**config.mk**
```make
export PLATFORM = sky130hd
export DESIGN_NAME = synaptic_current_accumulator_flat
export DESIGN_NICKNAME = d
export VERILOG_FILES = /design/src/rtl/snn_fp16_pkg.sv /design/src/rtl/synaptic_current_accumulator_if.sv /design/src/rtl/synaptic_current_accumulator_fadd.sv /design/src/rtl/synaptic_current_accumulator.sv /design/src/flat_wrapper.sv
export SDC_FILE = /design/constraint.sdc
export NUM_CORES = 1
export LEC_CHECK = 0
export ABC_CLOCK_PERIOD_IN_PS = 33400
export BUFFER_PORTS_ARGS = -buffer_cell sky130_fd_sc_hd__buf_2
export CAP_MARGIN = 20
export CELL_PAD_IN_SITES_DETAIL_PLACEMENT = 1
export CELL_PAD_IN_SITES_GLOBAL_PLACEMENT = 2
export CORE_AREA = 4 4 259 261
export DETAILED_ROUTE_END_ITERATION = 10
export DIE_AREA = 0 0 263 265
export PLACE_DENSITY_LB_ADDON = 0.1
export SLEW_MARGIN = 20
export SYNTH_ARGS = -nofsm -noshare
export SYNTH_HDL_FRONTEND = slang
export SYNTH_HIERARCHICAL = 1
export SYNTH_SLANG_ARGS = --single-unit
```
**constraint.sdc**
```tcl
create_clock -name clk -period 33.4 [get_ports clk]
set_input_delay 8.35 -clock clk [delete_from_list [all_inputs] [get_ports clk]]
set_output_delay 8.35 -clock clk [all_outputs]
set_load 0.05 [all_outputs]
```
**src/rtl/snn_fp16_pkg.sv**
```systemverilog
// Shared FP16 constants and the accumulator state encoding for the SNN front end.
package snn_fp16_pkg;

  localparam logic [15:0] FP16_ZERO = 16'h0000;
  localparam logic [15:0] FP16_ONE  = 16'h3C00;
  localparam logic [15:0] FP16_HALF = 16'h3800;
  localparam logic [15:0] FP16_QNAN = 16'h7E00;

  typedef enum logic [1:0] {
    IDLE  = 2'd0,
    ACCUM = 2'd1,
    DONE  = 2'd2
  } acc_state_t;

endpackage

```
**src/rtl/synaptic_current_accumulator_if.sv**
```systemverilog
// Weight-write, spike-launch and current-pulse signals of the accumulator.
interface synaptic_current_accumulator_if #(
  parameter int N_INPUTS = 16,
  parameter int IDX_W    = $clog2(N_INPUTS)
);
  logic                wr_en;
  logic [IDX_W-1:0]    wr_addr;
  logic [15:0]         wr_data;
  logic                start;
  logic [N_INPUTS-1:0] spikes_in;
  logic                busy;
  logic [15:0]         current_out;
  logic                current_valid;

  modport master (
    output wr_en, wr_addr, wr_data, start, spikes_in,
    input  busy, current_out, current_valid
  );

  modport slave (
    input  wr_en, wr_addr, wr_data, start, spikes_in,
    output busy, current_out, current_valid
  );
endinterface

```
**src/rtl/synaptic_current_accumulator_fadd.sv**
```systemverilog
// Combinational IEEE-754 half-precision adder, round-to-nearest-even,
// with subnormal support and overflow to infinity.
module floatAdd
  import snn_fp16_pkg::*;
(
  input  logic [15:0] floatA,
  input  logic [15:0] floatB,
  output logic [15:0] sum
);
  logic [15:0] w_big, w_sml;
  logic        w_sub;
  logic [5:0]  w_eb, w_es, w_d, w_e, w_ef;
  logic [3:0]  w_sh;
  logic [13:0] w_mb, w_ms, w_ms_al, w_m, w_mn;
  logic [27:0] w_shf;
  logic [14:0] w_add;
  logic        w_inc;
  logic [11:0] w_mr;
  logic [9:0]  w_frac;

  always_comb begin
    w_big   = (floatB[14:0] > floatA[14:0]) ? floatB : floatA;
    w_sml   = (floatB[14:0] > floatA[14:0]) ? floatA : floatB;
    w_sub   = w_big[15] ^ w_sml[15];
    w_eb    = (w_big[14:10] == 5'd0) ? 6'd1 : {1'b0, w_big[14:10]};
    w_es    = (w_sml[14:10] == 5'd0) ? 6'd1 : {1'b0, w_sml[14:10]};
    // mantissa with hidden bit and guard/round/sticky positions
    w_mb    = {|w_big[14:10], w_big[9:0], 3'b000};
    w_ms    = {|w_sml[14:10], w_sml[9:0], 3'b000};
    w_d     = w_eb - w_es;
    w_sh    = (w_d > 6'd14) ? 4'd14 : w_d[3:0];
    w_shf   = {w_ms, 14'd0} >> w_sh;
    w_ms_al = {w_shf[27:15], w_shf[14] | (|w_shf[13:0])};
    w_add   = {1'b0, w_mb} + {1'b0, w_ms_al};
    w_m     = w_mb - w_ms_al;
    w_e     = w_eb;
    w_mn    = w_add[13:0];
    if (!w_sub) begin
      if (w_add[14]) begin
        w_mn = {w_add[14:2], w_add[1] | w_add[0]};
        w_e  = w_eb + 6'd1;
      end
    end else begin
      // normalise left, but never below the subnormal exponent
      w_mn = w_m;
      for (int i = 0; i < 13; i++) begin
        if (!w_mn[13] && (w_e > 6'd1)) begin
          w_mn = w_mn << 1;
          w_e  = w_e - 6'd1;
        end
      end
    end
    w_inc  = w_mn[2] & (w_mn[3] | w_mn[1] | w_mn[0]);
    w_mr   = {1'b0, w_mn[13:3]} + {11'd0, w_inc};
    w_ef   = w_e;
    w_frac = w_mr[9:0];
    if (w_mr[11]) begin
      w_ef   = w_e + 6'd1;
      w_frac = 10'd0;
    end else if (!w_mr[10]) begin
      w_ef = 6'd0;
    end
    if (&w_big[14:10])
      sum = ((|w_big[9:0]) || (w_sub && (&w_sml[14:10]))) ? FP16_QNAN : w_big;
    else if (w_sub && (w_m == 14'd0))
      sum = FP16_ZERO;
    else if (w_ef >= 6'd31)
      sum = {w_big[15], 5'h1f, 10'd0};
    else
      sum = {w_big[15], w_ef[4:0], w_frac};
  end
endmodule

```
**src/rtl/synaptic_current_accumulator.sv**
```systemverilog
// Sums the FP16 weights of the active synapses one per cycle and emits the
// total as a single-cycle current pulse for the LIF neuron.
module synaptic_current_accumulator
  import snn_fp16_pkg::*;
#(
  parameter int N_INPUTS = 16,
  parameter int IDX_W    = $clog2(N_INPUTS)
) (
  input  logic                          clk,
  input  logic                          reset,
  synaptic_current_accumulator_if.slave bus
);
  acc_state_t          r_state;
  logic [15:0]         r_w [N_INPUTS];
  logic [N_INPUTS-1:0] r_spk;
  logic [IDX_W-1:0]    r_idx;
  logic [15:0]         r_acc;
  logic                r_busy;
  logic                r_valid;
  logic [15:0]         r_out;
  logic [15:0]         w_sum;

  floatAdd u_fadd (
    .floatA (r_acc),
    .floatB (r_w[r_idx]),
    .sum    (w_sum)
  );

  // weights only change in IDLE so a sum always sees a stable set
  always_ff @(posedge clk) begin
    if (reset) begin
      for (int i = 0; i < N_INPUTS; i++) r_w[i] <= FP16_ZERO;
    end else if (bus.wr_en && (r_state == IDLE) && (int'(bus.wr_addr) < N_INPUTS)) begin
      r_w[bus.wr_addr] <= bus.wr_data;
    end
  end

  always_ff @(posedge clk) begin
    if (reset) begin
      r_state <= IDLE;
      r_spk   <= '0;
      r_idx   <= '0;
      r_acc   <= FP16_ZERO;
      r_busy  <= 1'b0;
      r_valid <= 1'b0;
      r_out   <= FP16_ZERO;
    end else begin
      r_valid <= 1'b0;
      r_out   <= FP16_ZERO;
      case (r_state)
        IDLE: begin
          if (bus.start) begin
            r_spk   <= bus.spikes_in;
            r_acc   <= FP16_ZERO;
            r_idx   <= '0;
            r_busy  <= 1'b1;
            r_state <= ACCUM;
          end
        end
        ACCUM: begin
          if (r_spk[r_idx]) r_acc <= w_sum;
          if (r_idx == IDX_W'(N_INPUTS - 1)) r_state <= DONE;
          else                               r_idx   <= r_idx + 1'b1;
        end
        DONE: begin
          r_valid <= 1'b1;
          r_out   <= r_acc;
          r_busy  <= 1'b0;
          r_state <= IDLE;
        end
        default: r_state <= IDLE;
      endcase
    end
  end

  assign bus.busy          = r_busy;
  assign bus.current_valid = r_valid;
  assign bus.current_out   = r_out;
endmodule

```
**src/flat_wrapper.sv**
```systemverilog
// flat-port wrapper written by rule: the top's interface ports become plain ports
module synaptic_current_accumulator_flat import snn_fp16_pkg::*;
#(
  parameter int N_INPUTS = 16,
  parameter int IDX_W    = $clog2(N_INPUTS)
)
  (clk, reset, bus_wr_en, bus_wr_addr, bus_wr_data, bus_start, bus_spikes_in, bus_busy, bus_current_out, bus_current_valid);
  synaptic_current_accumulator_if #(.N_INPUTS(N_INPUTS), .IDX_W(IDX_W)) bus_i ();
  input  logic clk;
  input  logic reset;
  input wire logic [$bits(bus_i.wr_en)-1:0] bus_wr_en;
  input wire logic [$bits(bus_i.wr_addr)-1:0] bus_wr_addr;
  input wire logic [$bits(bus_i.wr_data)-1:0] bus_wr_data;
  input wire logic [$bits(bus_i.start)-1:0] bus_start;
  input wire logic [$bits(bus_i.spikes_in)-1:0] bus_spikes_in;
  output wire logic [$bits(bus_i.busy)-1:0] bus_busy;
  output wire logic [$bits(bus_i.current_out)-1:0] bus_current_out;
  output wire logic [$bits(bus_i.current_valid)-1:0] bus_current_valid;
  assign bus_i.wr_en = bus_wr_en;
  assign bus_i.wr_addr = bus_wr_addr;
  assign bus_i.wr_data = bus_wr_data;
  assign bus_i.start = bus_start;
  assign bus_i.spikes_in = bus_spikes_in;
  assign bus_busy = bus_i.busy;
  assign bus_current_out = bus_i.current_out;
  assign bus_current_valid = bus_i.current_valid;
  synaptic_current_accumulator #(.N_INPUTS(N_INPUTS), .IDX_W(IDX_W)) u_core (.clk(clk), .reset(reset), .bus(bus_i));
endmodule
```
After elaboration in Yosys (flattened, before gate mapping)
Memories as Yosys holds them, arrays and structs flattened. A register that Yosys moved wholly into a read port is not among the register bits.
Cells that the tools add are included.
- bits in registers: 56
- bits in latches: 0
- memory bits (writable): 256
- bits in read-only memories: 0
- input port bits: 40
- output and inout port bits: 18
- logic and storage cells: 199
- memories: 1
- add/subtract/negate cells: 20
- $mul: 0
- divide/modulo/power cells: 0
- $lt $le $gt $ge: 17
- eq/ne operators: 7
- shift operators: 1
- multiplexer cells: 90
- bitwise gates (word level): 7
- reduce and logical (&&, ||, !) cells: 49
- memory list (memory ; words ; width ; read ports ; clocked after Yosys merged registers in ; wr ports ; line ; RTL):
    u_core.r_w ; 16 ; 16 ; 1 ; 1 ; 16 ; synaptic_current_accumulator.sv:14 ; logic [15:0] r_w [N_INPUTS];
- operators by type and width (operator ; number):
    two-way mux 14 bit ; 27
    two-way mux 6 bit ; 29
    two-way mux 16 bit ; 8
    > comparator 6 x 1 -> 1 bit (second input constant) ; 12
    subtractor 6 x 1 -> 6 bit (second input constant) ; 12
    case mux 16 bit (2 select lines) ; 1
    >> shifter 28 x 4 -> 28 bit ; 1
    two-way mux 4 bit ; 6
    logical AND 1 bit ; 16
    OR reduction 16 bit ; 1
    adder 14 x 14 -> 15 bit ; 1
    > comparator 15 bit ; 1
    two-way mux 15 bit ; 1
    zero test 14 bit ; 1
    OR reduction 14 bit ; 1
    subtractor 14 bit ; 1
    zero test 1 bit ; 13
    adder 11 x 1 -> 12 bit ; 1
    zero test 5 bit ; 2
    two-way mux 10 bit ; 1
    two-way mux 5 bit ; 2
    AND reduction 5 bit ; 2
    OR reduction 10 bit ; 1
    OR reduction 5 bit ; 2
    other kinds (30) ; 48

Logic depth before layout (Yosys ltp)
Gate-level depths: netlist of the first run.
- depth after elaboration: 75
- depth in mapped cells: 153
- mapped depth without buffers: 130

Cells and area by module
The synthesis of the first run kept the hierarchy.
- modules (own cells, without submodules) (module ; times used ; cells each ; area each (um^2)):
    synaptic_current_accumulator ; 1 ; 902 ; 13729.4
    floatAdd ; 1 ; 1578 ; 10640.2

Least setup slack after synthesis of the first run
No wires, ideal clock.
- path type: flip-flop to flip-flop
- from: reg (tool-made name)
- to: reg u_core.r_acc[9]
- setup time: 122 ps
- arrival: 31686 ps
- required time: 33278 ps
- setup slack: 1592 ps
- cell stages (with the launch flop): 150
- cells stage by stage: dfxtp_1 -> buf_2 -> buf_2 -> mux4_2 -> mux4_2 -> ha_1 -> and4_1 -> and4_1 -> clkbuf_1 -> a21oi_1 -> buf_2 -> buf_2 -> mux2i_1 -> inv_1 -> nor2_1 -> a21boi_1 -> ha_1 -> inv_1 -> (+114 left out) -> o211ai_1 -> nor3_1 -> o31ai_2 -> nand2_2 -> o311a_1 -> inv_1 -> ha_1 -> inv_1 -> a2111o_1 -> nor4_2 -> a31oi_1 -> o21ba_2 -> nand2b_1 -> nor4bb_1 -> buf_6 -> o31ai_1 -> and2_1 -> o32a_1
- RTL lines (item ; line ; RTL):
    end signal, assigned ; synaptic_current_accumulator.sv:61 ; if (r_spk[r_idx]) r_acc <= w_sum;
    end, declared ; synaptic_current_accumulator.sv:17 ; logic [15:0] r_acc;

==> out/summary.md, run 1 <==
* M2 GR Usage: 43.63%
* cell type group with the largest total delay on the critical path: compound AO/OA/AOI/OAI gates
* type of element capturing the critical path: register
* unrepaired setup endpoints after global routing: no
* type of the worst setup path: reg -> reg
* most used cell, CP: sky130_fd_sc_hd__ha_1
* via count normalized by instance count: 5.886
* number of warnings reported in the yosys synthesis log: 6
* capture point of the worst path: u_core/r_acc[9]
* CTS root buf: sky130_fd_sc_hd__clkbuf_16
* global routing usage summed across all routing layers: 22.86%
* initial detailed-routing violation count: 1219
* Initial Utilization: 37.80%
* total negative slack: 0 ns
* sum of routed wire length over all layers: 82950 µm
* clock buffer count from CTS: 30
* number of instances in the synthesized netlist: 2480
* routed length per placed instance: 24.53 µm
* Min Clock Period, post-route: 31.03 ns
* number of global-route vias before repair: 20670
* total of flip-flops plus latches after synthesis: 316
* DRC violation count after routing: 0
* per-instance average area after synthesis: 9.826 µm²
* clock-pin slew on the worst setup and hold paths: 0.06 ns
* global-route met1 utilization: 27.90%
* critical path arrival: 31.49 ns
* horizontal extent of the die: 263 µm
* startpoint of the worst hold path: u_core/r_spk[6]
* pin count of the biggest net entering global routing: 42
* Skew-Pair Late Insertion Delay: 0.57 ns
* max_slew headroom: 24.85%
* Post-Syn Nets: 2594
* height of the chip: 265 µm
* Clock Path Buffers: 3
* global placer's final weighted congestion: 0.8888
* Fin. Hold Viols: 0
* ratio of cells with drive above 1 in the final layout: 18.06%
* total stage count of the critical path: 130
* outcome: completed
* grt ovf: 0
* total setup violations reported at the end of the flow: 0
* r2r endpoint: u_core/r_acc[9]
* number of buffers inserted by hold repair at cts: 0
* number of port buffers: 57
* Least-Margin Pin Slew: 1.126 ns
* ratio of final minimum period to clock period: 92.91%
* final max-slew violation count: 0
* area overhead of the layout relative to synthesis: 9.929%
* global-route wire length before repair: 126800 µm
* hold crit path type: reg -> reg
* Clock Skew: 0.007910 ns
* Std-Cell Core Area: 64460 µm²
* clock tree from TritonCTS: yes
* NumNets Final: 2615
* first-pass iteration count of the detailed router: 8
* met3 Usage GRT: 1.996%
* full die area: 69700 µm²
* Cell variety after synth: 131
* number of clock sinks: 316
* critical path buffer and inverter count: 20
* post-DP HPWL: 60620 µm
* cell at the slowest stage of the critical path: sky130_fd_sc_hd__dfxtp_4
* worst endpoint required time: 33.86 ns
* routed vias: 19900
* share of flip-flops with an asynchronous set or reset: 0%
* number of antenna violations at the first check in global routing: 2
* count of nets left with antenna violations after detail routing: 0
* fraction of the yosys area taken by sequential cells: 36.47%
* largest fanout on the critical path: 23
* std cell rows: 93
* number of cell instances on the worst register-to-register path: 130
* busiest layer in global routing: met2
* kind of launch point of the worst setup path: register
* H-Tree Level Count: 1
* number of synthesized flops with an enable pin: 256
* number of I/O pins: 58
* Post-synth top flop: sky130_fd_sc_hd__edfxtp_1
* Post-Synthesis Cell Area: 24370 µm²
* reg-to-reg slack, setup: 2.37 ns
* highest cell delay on the worst timing path: 0.54 ns
* max-cap check violation count: 0
* Max Clock Freq: 0.03223 GHz
[flip-flops by register name, summed over array words and instances, names as in the netlist, named ones only]
name                      flops
u_core/r_state                2
u_core/r_acc                 16
u_core/r_spk                 16
u_core/r_idx                  4
u_core/bus.current_valid      1
u_core/bus.current_out       16
u_core/r_w                  256
u_core/bus.busy               1
[cell usage after synthesis (11+ instances only)]
| cell type | instances | area [µm²] |
|---|---|---|
| sky130_fd_sc_hd__a211oi_1 | 25 | 187.7 |
| sky130_fd_sc_hd__a21o_1 | 15 | 112.6 |
| sky130_fd_sc_hd__a21oi_1 | 125 | 625.6 |
| sky130_fd_sc_hd__a31oi_1 | 22 | 137.6 |
| sky130_fd_sc_hd__and2_1 | 301 | 1883 |
| sky130_fd_sc_hd__and3_1 | 22 | 137.6 |
| sky130_fd_sc_hd__and4_1 | 12 | 105.1 |
| sky130_fd_sc_hd__buf_2 | 29 | 145.1 |
| sky130_fd_sc_hd__buf_4 | 11 | 82.58 |
| sky130_fd_sc_hd__clkbuf_1 | 90 | 337.8 |
| sky130_fd_sc_hd__dfxtp_1 | 60 | 1201 |
| sky130_fd_sc_hd__edfxtp_1 | 256 | 7687 |
| sky130_fd_sc_hd__ha_1 | 72 | 900.9 |
| sky130_fd_sc_hd__inv_1 | 71 | 266.5 |
| sky130_fd_sc_hd__mux2_2 | 33 | 371.6 |
| sky130_fd_sc_hd__mux2i_1 | 99 | 991.0 |
| sky130_fd_sc_hd__mux4_2 | 83 | 1869 |
| sky130_fd_sc_hd__nand2_1 | 205 | 769.5 |
| sky130_fd_sc_hd__nand2b_1 | 18 | 112.6 |
| sky130_fd_sc_hd__nand3_1 | 58 | 290.3 |
| sky130_fd_sc_hd__nand4_1 | 35 | 219.0 |
| sky130_fd_sc_hd__nor2_1 | 202 | 758.2 |
| sky130_fd_sc_hd__nor3_1 | 59 | 295.3 |
| sky130_fd_sc_hd__nor3_2 | 11 | 110.1 |
| sky130_fd_sc_hd__nor4_1 | 12 | 75.07 |
| sky130_fd_sc_hd__o211ai_1 | 23 | 172.7 |
| sky130_fd_sc_hd__o21a_1 | 14 | 105.1 |
| sky130_fd_sc_hd__o21ai_0 | 80 | 400.4 |
| sky130_fd_sc_hd__o21ai_1 | 13 | 65.06 |
| sky130_fd_sc_hd__o31ai_1 | 15 | 112.6 |
| sky130_fd_sc_hd__o32a_1 | 17 | 170.2 |
| sky130_fd_sc_hd__or2_2 | 32 | 200.2 |
| sky130_fd_sc_hd__or3_1 | 16 | 100.1 |
| sky130_fd_sc_hd__xnor2_1 | 47 | 411.6 |
| sky130_fd_sc_hd__xor2_1 | 16 | 140.1 |
[worst min-delay path: cells and delay by family (launching register included)]
kind,cells,cell delay (ns)
flops,1,0.31
compound gates,1,0.05
simple gates,1,0.05
[cell families after synthesis]
kind of cell,Yosys count,share of synthesized area (%)
compound gates,532,15.96
fa+ha+maj,74,3.861
flops,316,36.47
buf+inv,223,3.892
simple gates,1047,23.41
xor+xnor,70,2.942
mux,218,13.46
[metal layers]
layer	vias up	wire length [µm]
li1	9305	-
met1	10100	34550
met2	384	43740
met3	112	2688
met4	2	1955
met5	-	13
[what timing repair did]
action | CTS | global route
gates resized for setup | 0 | 14
hold endpoints to repair | 0 | 0
endpoints found under the setup margin | 0 | 15
setup buffers | 0 | 19
[layout make-up]
type / count / area [µm²]
Antenna cell: 1 / 2.502
Multi-Input combinational cell: 1943 / 14710
Inverter: 80 / 300.3
Clock inverter: 10 / 98.84
Timing Repair Buffer: 130 / 845.8
Tap cell: 855 / 1070
Sequential cell: 316 / 8895
Fill cell: 7272 / 37670
Clock buffer: 46 / 868.3
[worst min-delay path by stage]
stage | depth (start not counted) | endpoint | slack (ns)
after global placement | 2 | u_core/r_spk[11] | 0.45
after global routing | 2 | u_core/r_spk[7] | 0.47
after CTS | 2 | u_core/r_spk[6] | 0.46
after detailed placement | 2 | u_core/r_spk[6] | 0.45
after floorplan | 2 | u_core/r_spk[12] | 0.43
final | 2 | u_core/r_spk[6] | 0.46
[through the flow]
step | utilization (%) | cells | hold WS [ns] | cell area [µm²] | setup WS, ns
detailed placement | 39.68 | 3303 | 0.4471 | 25580 | 0.7907
CTS | 41.18 | 3359 | 0.4555 | 26550 | 0.6408
floorplan | - | 2480 | 0.4331 | 24370 | 1.592
global route | 41.55 | 3380 | 0.4721 | 26790 | 0.008395
finish | 41.56 | 3381 | 0.4565 | 26790 | 2.370
global placement | 39.68 | 3303 | 0.4460 | 25580 | 2.131
[cells in the final DEF, fill, tap and decap left out, types with 15 or more instances in the layout]
cell                        count
sky130_fd_sc_hd__mux2i_1       99
sky130_fd_sc_hd__edfxtp_1     256
sky130_fd_sc_hd__mux4_2        83
sky130_fd_sc_hd__or3_1         16
sky130_fd_sc_hd__and2_1       301
sky130_fd_sc_hd__dfxtp_1       57
sky130_fd_sc_hd__nand4_1       35
sky130_fd_sc_hd__ha_1          71
sky130_fd_sc_hd__o32a_1        17
sky130_fd_sc_hd__a21o_1        15
sky130_fd_sc_hd__buf_2         57
sky130_fd_sc_hd__mux2_2        33
sky130_fd_sc_hd__and3_1        22
sky130_fd_sc_hd__buf_4         72
sky130_fd_sc_hd__o21ai_0       80
sky130_fd_sc_hd__nand3_1       58
sky130_fd_sc_hd__inv_1         71
sky130_fd_sc_hd__nor3_1        59
sky130_fd_sc_hd__a21oi_1      123
sky130_fd_sc_hd__a211oi_1      24
sky130_fd_sc_hd__xnor2_1       44
sky130_fd_sc_hd__or2_2         32
sky130_fd_sc_hd__a31oi_1       21
sky130_fd_sc_hd__clkbuf_16     31
sky130_fd_sc_hd__nor2_1       192
sky130_fd_sc_hd__o211ai_1      23
sky130_fd_sc_hd__nand2_1      203
sky130_fd_sc_hd__nand2b_1      18
Power of run 1 is left out: the tool's default activity adds up to more than one toggle a clock period on the data nets, which glitch-free logic cannot reach.
==> run 2, diff against run 1 <==
--- a/config.mk
+++ b/config.mk
@@ -17,5 +17,4 @@
 export SLEW_MARGIN = 20
 export SYNTH_ARGS = -nofsm -noshare
 export SYNTH_HDL_FRONTEND = slang
-export SYNTH_HIERARCHICAL = 1
 export SYNTH_SLANG_ARGS = --single-unit
==> out/summary.md, run 2 <==
* outcome: completed, unchanged
* area fraction in and, or, nand and nor cells after synthesis: 21.81%, was 23.41%
* complex-gate fraction of the synthesized area: 18.19%, was 15.96%
* max_slew headroom: 24.59%, was 24.85%
* number of I/O pins: 58, unchanged
* ratio of final minimum period to clock period: 92.96%, was 92.91%
* hold-critical path depth: 2, unchanged
* number of antenna violations at the first check in global routing: 1, was 2
* via count normalized by instance count: 5.868, was 5.886
* most used cell, CP: sky130_fd_sc_hd__ha_1, unchanged
* routed vias: 19800, was 19900
* largest fanout on the critical path: 47, was 23
* worst endpoint required time: 33.82 ns, was 33.86 ns
* number of global-route vias before repair: 20560, was 20670
* highest cell delay on the worst timing path: 0.62 ns, was 0.54 ns
* std cell rows: 93, unchanged
* sum of routed wire segments on met1: 35860 µm, was 34550 µm
* number of buffers inserted by hold repair at cts: 0, unchanged
* routed length per placed instance: 24.36 µm, was 24.53 µm
* Cell variety after synth: 150, was 131
* critical path buffer and inverter count: 18, was 20
* clock-pin slew on the worst setup and hold paths: 0.06 ns, about the same
* grt ovf: 0, unchanged
* layout filler cell count: 7269, was 7272
* H-Tree Level Count: 2, was 1
* number of instances in the synthesized netlist: 2473, was 2480
* total of flip-flops plus latches after synthesis: 316, unchanged
* fraction of the yosys area taken by sequential cells: 36.43%, was 36.47%
* main area contributors after synthesis: sky130_fd_sc_hd__edfxtp_1, sky130_fd_sc_hd__and2_1, sky130_fd_sc_hd__mux4_2, unchanged
* largest area contributor in the netlist: sky130_fd_sc_hd__edfxtp_1, unchanged
* Clock Path Buffers: 3, unchanged
* Std-Cell Core Area: 64460 µm², unchanged
* flip-flop count of the largest register, all copies and words added: 256, unchanged
* Post-synth top flop: sky130_fd_sc_hd__edfxtp_1, unchanged
* global routing usage summed across all routing layers: 22.59%, was 22.86%
* Post-Synthesis Cell Area: 24400 µm², was 24370 µm²
* number of warnings reported in the yosys synthesis log: 0, was 6
* hold crit path type: reg -> reg, unchanged
* share of flip-flops with an asynchronous set or reset: 0%, unchanged
* Skew-Pair Late Insertion Delay: 0.53 ns, was 0.57 ns
* Top reg by flops: u_core.r_w, was u_core/r_w
* total setup violations reported at the end of the flow: 0, unchanged
* clock buffer count from CTS: 34, was 30
* NumNets Final: 2610, was 2615
* met2 wire len: 43000 µm, was 43740 µm
* number of clock sinks: 316, unchanged
* count of nets left with antenna violations after detail routing: 0, unchanged
* most repeated cell in the gate-level netlist after synthesis: sky130_fd_sc_hd__and2_1, unchanged
* XOR/XNOR Fraction of Synth Area: 2.830%, was 2.942%
* number of synthesized flops with an enable pin: 256, unchanged
* Post-Syn Nets: 2587, was 2594
* Clock Skew: 0.01693 ns, was 0.007910 ns
* final max-slew violation count: 0, unchanged
* number of port buffers: 57, unchanged
* max-cap check violation count: 0, unchanged
* total stage count of the critical path: 131, was 130
* Initial Utilization: 37.85%, was 37.80%
* first-pass iteration count of the detailed router: 5, was 8
* per-instance average area after synthesis: 9.867 µm², was 9.826 µm²
* area overhead of the layout relative to synthesis: 9.660%, was 9.929%
* height of the chip: 265 µm, unchanged
* kind of launch point of the worst setup path: register, unchanged
* Fin Hold WS: 0.4577 ns, was 0.4565 ns
* type of the worst setup path: reg -> reg, unchanged
* post-DP HPWL: 61760 µm, was 60620 µm
* horizontal extent of the die: 263 µm, unchanged
* adder-cell share of the synthesized area: 3.856%, was 3.861%
* sum of routed wire length over all layers: 82210 µm, was 82950 µm
* commonest cells after routing, fill and taps aside: sky130_fd_sc_hd__and2_1, sky130_fd_sc_hd__edfxtp_1, sky130_fd_sc_hd__nand2_1, unchanged
* most common cell after layout, fill and taps aside: sky130_fd_sc_hd__and2_1, unchanged
* highest routed layer: met5, unchanged
* DRC violation count after routing: 0, unchanged
* type of element capturing the critical path: register, unchanged
* Fin. Hold Viols: 0, unchanged
* initial detailed-routing violation count: 1117, was 1219
* post-synth top area share: 31.50%, was 31.54%
* Least-Margin Pin Slew: 1.129 ns, was 1.126 ns
* amount of wire on met3 after detailed routing: 1931 µm, was 2688 µm
* number of cell instances on the worst register-to-register path: 131, was 130
* combinational family with the most area after synthesis: simple AND/OR/NAND/NOR gates, unchanged
* CTS root buf: sky130_fd_sc_hd__clkbuf_16, unchanged
* full die area: 69700 µm², unchanged
* top cells by instance count after synthesis: sky130_fd_sc_hd__and2_1, sky130_fd_sc_hd__edfxtp_1, sky130_fd_sc_hd__nand2_1, unchanged
* global placer's final weighted congestion: 0.8734, was 0.8888
* global-route wire length before repair: 125600 µm, was 126800 µm
* Max Clock Freq: 0.03221 GHz, was 0.03223 GHz
* multiplexer fraction of the synthesized cell area: 12.64%, was 13.46%
* cell at the slowest stage of the critical path: sky130_fd_sc_hd__or4_4, was sky130_fd_sc_hd__dfxtp_4
* clock tree from TritonCTS: yes, unchanged
* startpoint of the worst hold path: u_core.r_spk[12], was u_core/r_spk[6]
* cell type group with the largest total delay on the critical path: simple AND/OR/NAND/NOR gates, was compound AO/OA/AOI/OAI gates
* critical path arrival: 31.47 ns, was 31.49 ns
* Min Clock Period, post-route: 31.05 ns, was 31.03 ns
* ratio of cells with drive above 1 in the final layout: 17.31%, was 18.06%
* Ant. Diodes: 0, was 1
* pin count of the biggest net entering global routing: 49, was 42
## run 2: cell count changes after synthesis, sizes merged, moves of 9 or more
cell,previous run,this run
o21ai,102,118
and3,23,13
nand4,36,19
a31oi,25,34
nor3,72,56
a22o,4,13
nand2,208,228
o211ai,25,34
nor4,17,30
a21oi,128,153
o32a,17,1
nor2,207,197
## run 2: tightest hold or removal path: stages, from the launching register on
cell and delay, ns:
sky130_fd_sc_hd__dfxtp_1 0.31, sky130_fd_sc_hd__nand2_1 0.05, sky130_fd_sc_hd__a21oi_1 0.05
## run 2: repair_timing
action                                 4_1_cts  5_1_grt
buffers inserted                             0       16
setup endpoints to repair                    0       15
gates resized for setup                      0       26
endpoints found under the hold margin        0        0
## run 2: area by class of cell
type | instances | area (µm²) | area share, %
multi-input combinational | 1947 | 14630 | 54.69
sequential | 316 | 8897 | 33.25
tap | 855 | 1070 | 3.998
clock buffer | 45 | 902.1 | 3.371
timing repair buffer | 126 | 865.8 | 3.236
inverter | 71 | 269.0 | 1.005
clock inverter | 14 | 121.4 | 0.4535
## run 2: per-stage QoR
step	instance area (µm²)	setup slack (ns)	std cells	setup TNS, ns	utilization (%)
3_3_place_gp	25440	1.222	3297	0	39.46
6_report	26760	2.351	3374	0	41.51
5_1_grt	26760	-0.02257	3374	-0.04960	41.51
3_5_place_dp	25440	0.1358	3297	0	39.46
4_1_cts	26460	0.02362	3356	0	41.05
2_1_floorplan	24400	0.8067	2473	0	-
## run 2: final timing paths
check                endpoint  slack (ns)
max           u_core.r_acc[1]        2.35
min          u_core.r_spk[12]        0.46
max reg2reg   u_core.r_acc[1]        2.35
min reg2reg  u_core.r_spk[12]        0.46
## run 2: cell families after synthesis
family / Yosys count
AO/OA/AOI/OAI: 600
XOR/XNOR: 72
adder cells (fa/ha/maj): 74
buffers and inverters: 211
flip-flops: 316
multiplexers: 201
AND/OR/NAND/NOR: 999
## run 2: per-layer routing
metal / vias up / track usage [%]
met1: 10130 / 28.60
met5: - / 0
met4: 2 / 4.162
met2: 307 / 42.73
met3: 88 / 1.606
li1: 9274 / -
Power of run 2 is left out for the same reason.
==> run 3, diff against run 2 <==
--- a/config.mk
+++ b/config.mk
@@ -11,9 +11,10 @@
 export CELL_PAD_IN_SITES_DETAIL_PLACEMENT = 1
 export CELL_PAD_IN_SITES_GLOBAL_PLACEMENT = 2
 export CORE_AREA = 4 4 259 261
+export CTS_CLUSTER_DIAMETER = 100
 export DETAILED_ROUTE_END_ITERATION = 10
 export DIE_AREA = 0 0 263 265
-export PLACE_DENSITY_LB_ADDON = 0.1
+export PLACE_DENSITY_LB_ADDON = 0.15
 export SLEW_MARGIN = 20
 export SYNTH_ARGS = -nofsm -noshare
 export SYNTH_HDL_FRONTEND = slang
==> out/summary.md, run 3 (same netlist as run 2, synthesis figures left out) <==
* Top reg by flops: u_core.r_w, unchanged
* horizontal extent of the die: 263 µm, unchanged
* highest cell delay on the worst timing path: 0.62 ns, about the same
* number of port buffers: 57, unchanged
* clock tree from TritonCTS: yes, unchanged
* routed vias: 19630, was 19800
* ratio of final minimum period to clock period: 92.84%, was 92.96%
* clock buffer count from CTS: 37, was 34
* H-Tree Level Count: 2, unchanged
* worst endpoint required time: 33.84 ns, was 33.82 ns
* r2r endpoint: u_core.r_acc[1], unchanged
* met3 Usage GRT: 2.200%, was 1.606%
* cell type group with the largest total delay on the critical path: simple AND/OR/NAND/NOR gates, unchanged
* reg-to-reg slack, setup: 2.39 ns, was 2.35 ns
* CTS root buf: sky130_fd_sc_hd__clkbuf_16, unchanged
* outcome: completed, unchanged
* count of nets left with antenna violations after detail routing: 0, unchanged
* number of cell instances on the worst register-to-register path: 127, was 131
* global-route met1 utilization: 28.73%, was 28.60%
* kind of launch point of the worst setup path: register, unchanged
* cell at the slowest stage of the critical path: sky130_fd_sc_hd__or4_4, unchanged
* first-pass iteration count of the detailed router: 5, unchanged
* clock-pin slew on the worst setup and hold paths: 0.05 ns, was 0.06 ns
* Std-Cell Core Area: 64460 µm², unchanged
* height of the chip: 265 µm, unchanged
* global-route wire length before repair: 123500 µm, was 125600 µm
* Post-Place Setup Slack: -0.2349 ns, was 0.1358 ns
* number of I/O pins: 58, unchanged
* sum of routed wire length over all layers: 80270 µm, was 82210 µm
* max-cap check violation count: 0, unchanged
* unrepaired setup endpoints after global routing: no
* Inst Count DP: 3298, was 3297
* hold crit path type: reg -> reg, unchanged
* final max-slew violation count: 0, unchanged
* critical path buffer and inverter count: 15, was 18
* via count normalized by instance count: 5.812, was 5.868
* utilization after layout: 41.62%, was 41.51%
* routed length per placed instance: 23.77 µm, was 24.36 µm
* number of global-route vias before repair: 20400, was 20560
* std cell rows: 93, unchanged
* area overhead of the layout relative to synthesis: 9.958%, was 9.660%
* most common cell after layout, fill and taps aside: sky130_fd_sc_hd__and2_1, unchanged
* Clock Path Buffers: 3, unchanged
* NumNets Final: 2607, was 2610
* number of antenna violations at the first check in global routing: 2, was 1
* global placer's final weighted congestion: 0.8866, was 0.8734
* M2 GR Usage: 40.79%, was 42.73%
* post-route insts no fill: 3377, was 3374
* most used cell, CP: sky130_fd_sc_hd__ha_1, unchanged
* total setup violations reported at the end of the flow: 0, unchanged
* Min Clock Period, post-route: 31.01 ns, was 31.05 ns
* Clock Skew: 0.02835 ns, was 0.01693 ns
* placed instance area: 25450 µm², was 25440 µm²
* critical path arrival: 31.45 ns, was 31.47 ns
* flip-flop count of the largest register, all copies and words added: 256, unchanged
* Least-Margin Pin Slew: 1.030 ns, was 1.129 ns
* pin count of the biggest net entering global routing: 49, unchanged
* initial detailed-routing violation count: 1429, was 1117
* Skew-Pair Late Insertion Delay: 0.55 ns, was 0.53 ns
* Initial Utilization: 37.85%, unchanged
* Max Clock Freq: 0.03225 GHz, was 0.03221 GHz
* DRC violation count after routing: 0, unchanged
* commonest cells after routing, fill and taps aside: sky130_fd_sc_hd__and2_1, sky130_fd_sc_hd__edfxtp_1, sky130_fd_sc_hd__nand2_1, unchanged
* type of element capturing the critical path: register, unchanged
* grt ovf: 0, unchanged
* capture point of the worst path: u_core.r_acc[1], unchanged
* layout filler cell count: 7274, was 7269
* Fin. Hold Viols: 0, unchanged
* post-DP HPWL: 59950 µm, was 61760 µm
* max_slew headroom: 30.58%, was 24.59%
* largest fanout on the critical path: 29, was 47
* global routing usage summed across all routing layers: 22.29%, was 22.59%
* worst-case setup margin in the final layout: 2.391 ns, was 2.351 ns
* number of buffers inserted by hold repair at cts: 0, unchanged
* multi-input combinational cell area: 14680 µm², was 14630 µm²
* type of the worst setup path: reg -> reg, unchanged
* summed area of non-filler cells in the final layout: 26830 µm², was 26760 µm²
* number of clock sinks: 316, unchanged
* ratio of cells with drive above 1 in the final layout: 17.54%, was 17.31%
* total stage count of the critical path: 127, was 131
* full die area: 69700 µm², unchanged
* footprint of the flip-flops and latches: 8894 µm², was 8897 µm²
* busiest layer in global routing: met2, unchanged
==> run 3: changes by cell type in the layout (fill, tap and decap cells not counted), moves of 3 or more <==
| cell | change |
|---|---|
| sky130_fd_sc_hd__clkbuf_8 | +3 |
| sky130_fd_sc_hd__buf_4 | -3 |
| sky130_fd_sc_hd__clkbuf_1 | -3 |
| sky130_fd_sc_hd__clkinv_1 | +3 |
==> run 3: worst reg2reg max path: cells and delay by family, from the launching register on <==
kind,cells,cell delay [ns]
flip-flops,1,0.57
AND/OR/NAND/NOR,47,11.18
adder cells (fa/ha/maj),17,5.22
AO/OA/AOI/OAI,35,6.97
multiplexers,7,2.69
buffers and inverters,15,2.66
XOR/XNOR,6,1.60
==> run 3: worst min-delay path by stage <==
stage                startpoint               end  slack (ns)  cells after the start
4_1_cts        u_core.r_spk[15]  u_core.r_spk[15]        0.46                      2
3_5_place_dp   u_core.r_spk[15]  u_core.r_spk[15]        0.45                      2
3_3_place_gp   u_core.r_spk[15]  u_core.r_spk[15]        0.44                      2
2_1_floorplan  u_core.r_spk[10]  u_core.r_spk[10]        0.43                      2
6_report       u_core.r_spk[15]  u_core.r_spk[15]        0.45                      2
5_1_grt         u_core.r_spk[6]   u_core.r_spk[6]        0.48                      2
==> run 3: through the flow <==
step | TNS (ns) | hold slack (ns)
2_1_floorplan | 0 | 0.4331
3_5_place_dp | -2.037 | 0.4474
4_1_cts | 0 | 0.4551
5_1_grt | 0 | 0.4840
6_report | 0 | 0.4513
3_3_place_gp | 0 | 0.4412
==> run 3: area by class of cell <==
cell class,count,share of cell area (%)
flip-flops and latches,316,33.15
diodes,2,0.01865
clock buffers,50,3.810
repair buffers,120,2.966
clock inverters,16,0.3684
inverters,71,1.003
well taps,855,3.987
multi-input cells,1947,54.70
==> run 3: metal layers <==
metal / wire length [µm] / part of all wire, % / vias to the layer above
met5: 0 / 0 / -
met4: 1440 / 1.8 / 0
met3: 2421 / 3.0 / 82
met2: 41110 / 51 / 317
met1: 35300 / 44 / 9946
li1: - / - / 9281
==> run 3: timing repair <==
action | CTS | global route
gates cloned | 0 | 1
pin swaps | 0 | 6
setup buffers | 0 | 10
endpoints found under the setup margin | 15 | 15
hold endpoints to repair | 0 | 0
gates resized for setup | 3 | 30
Power of run 3 is left out for the same reason.
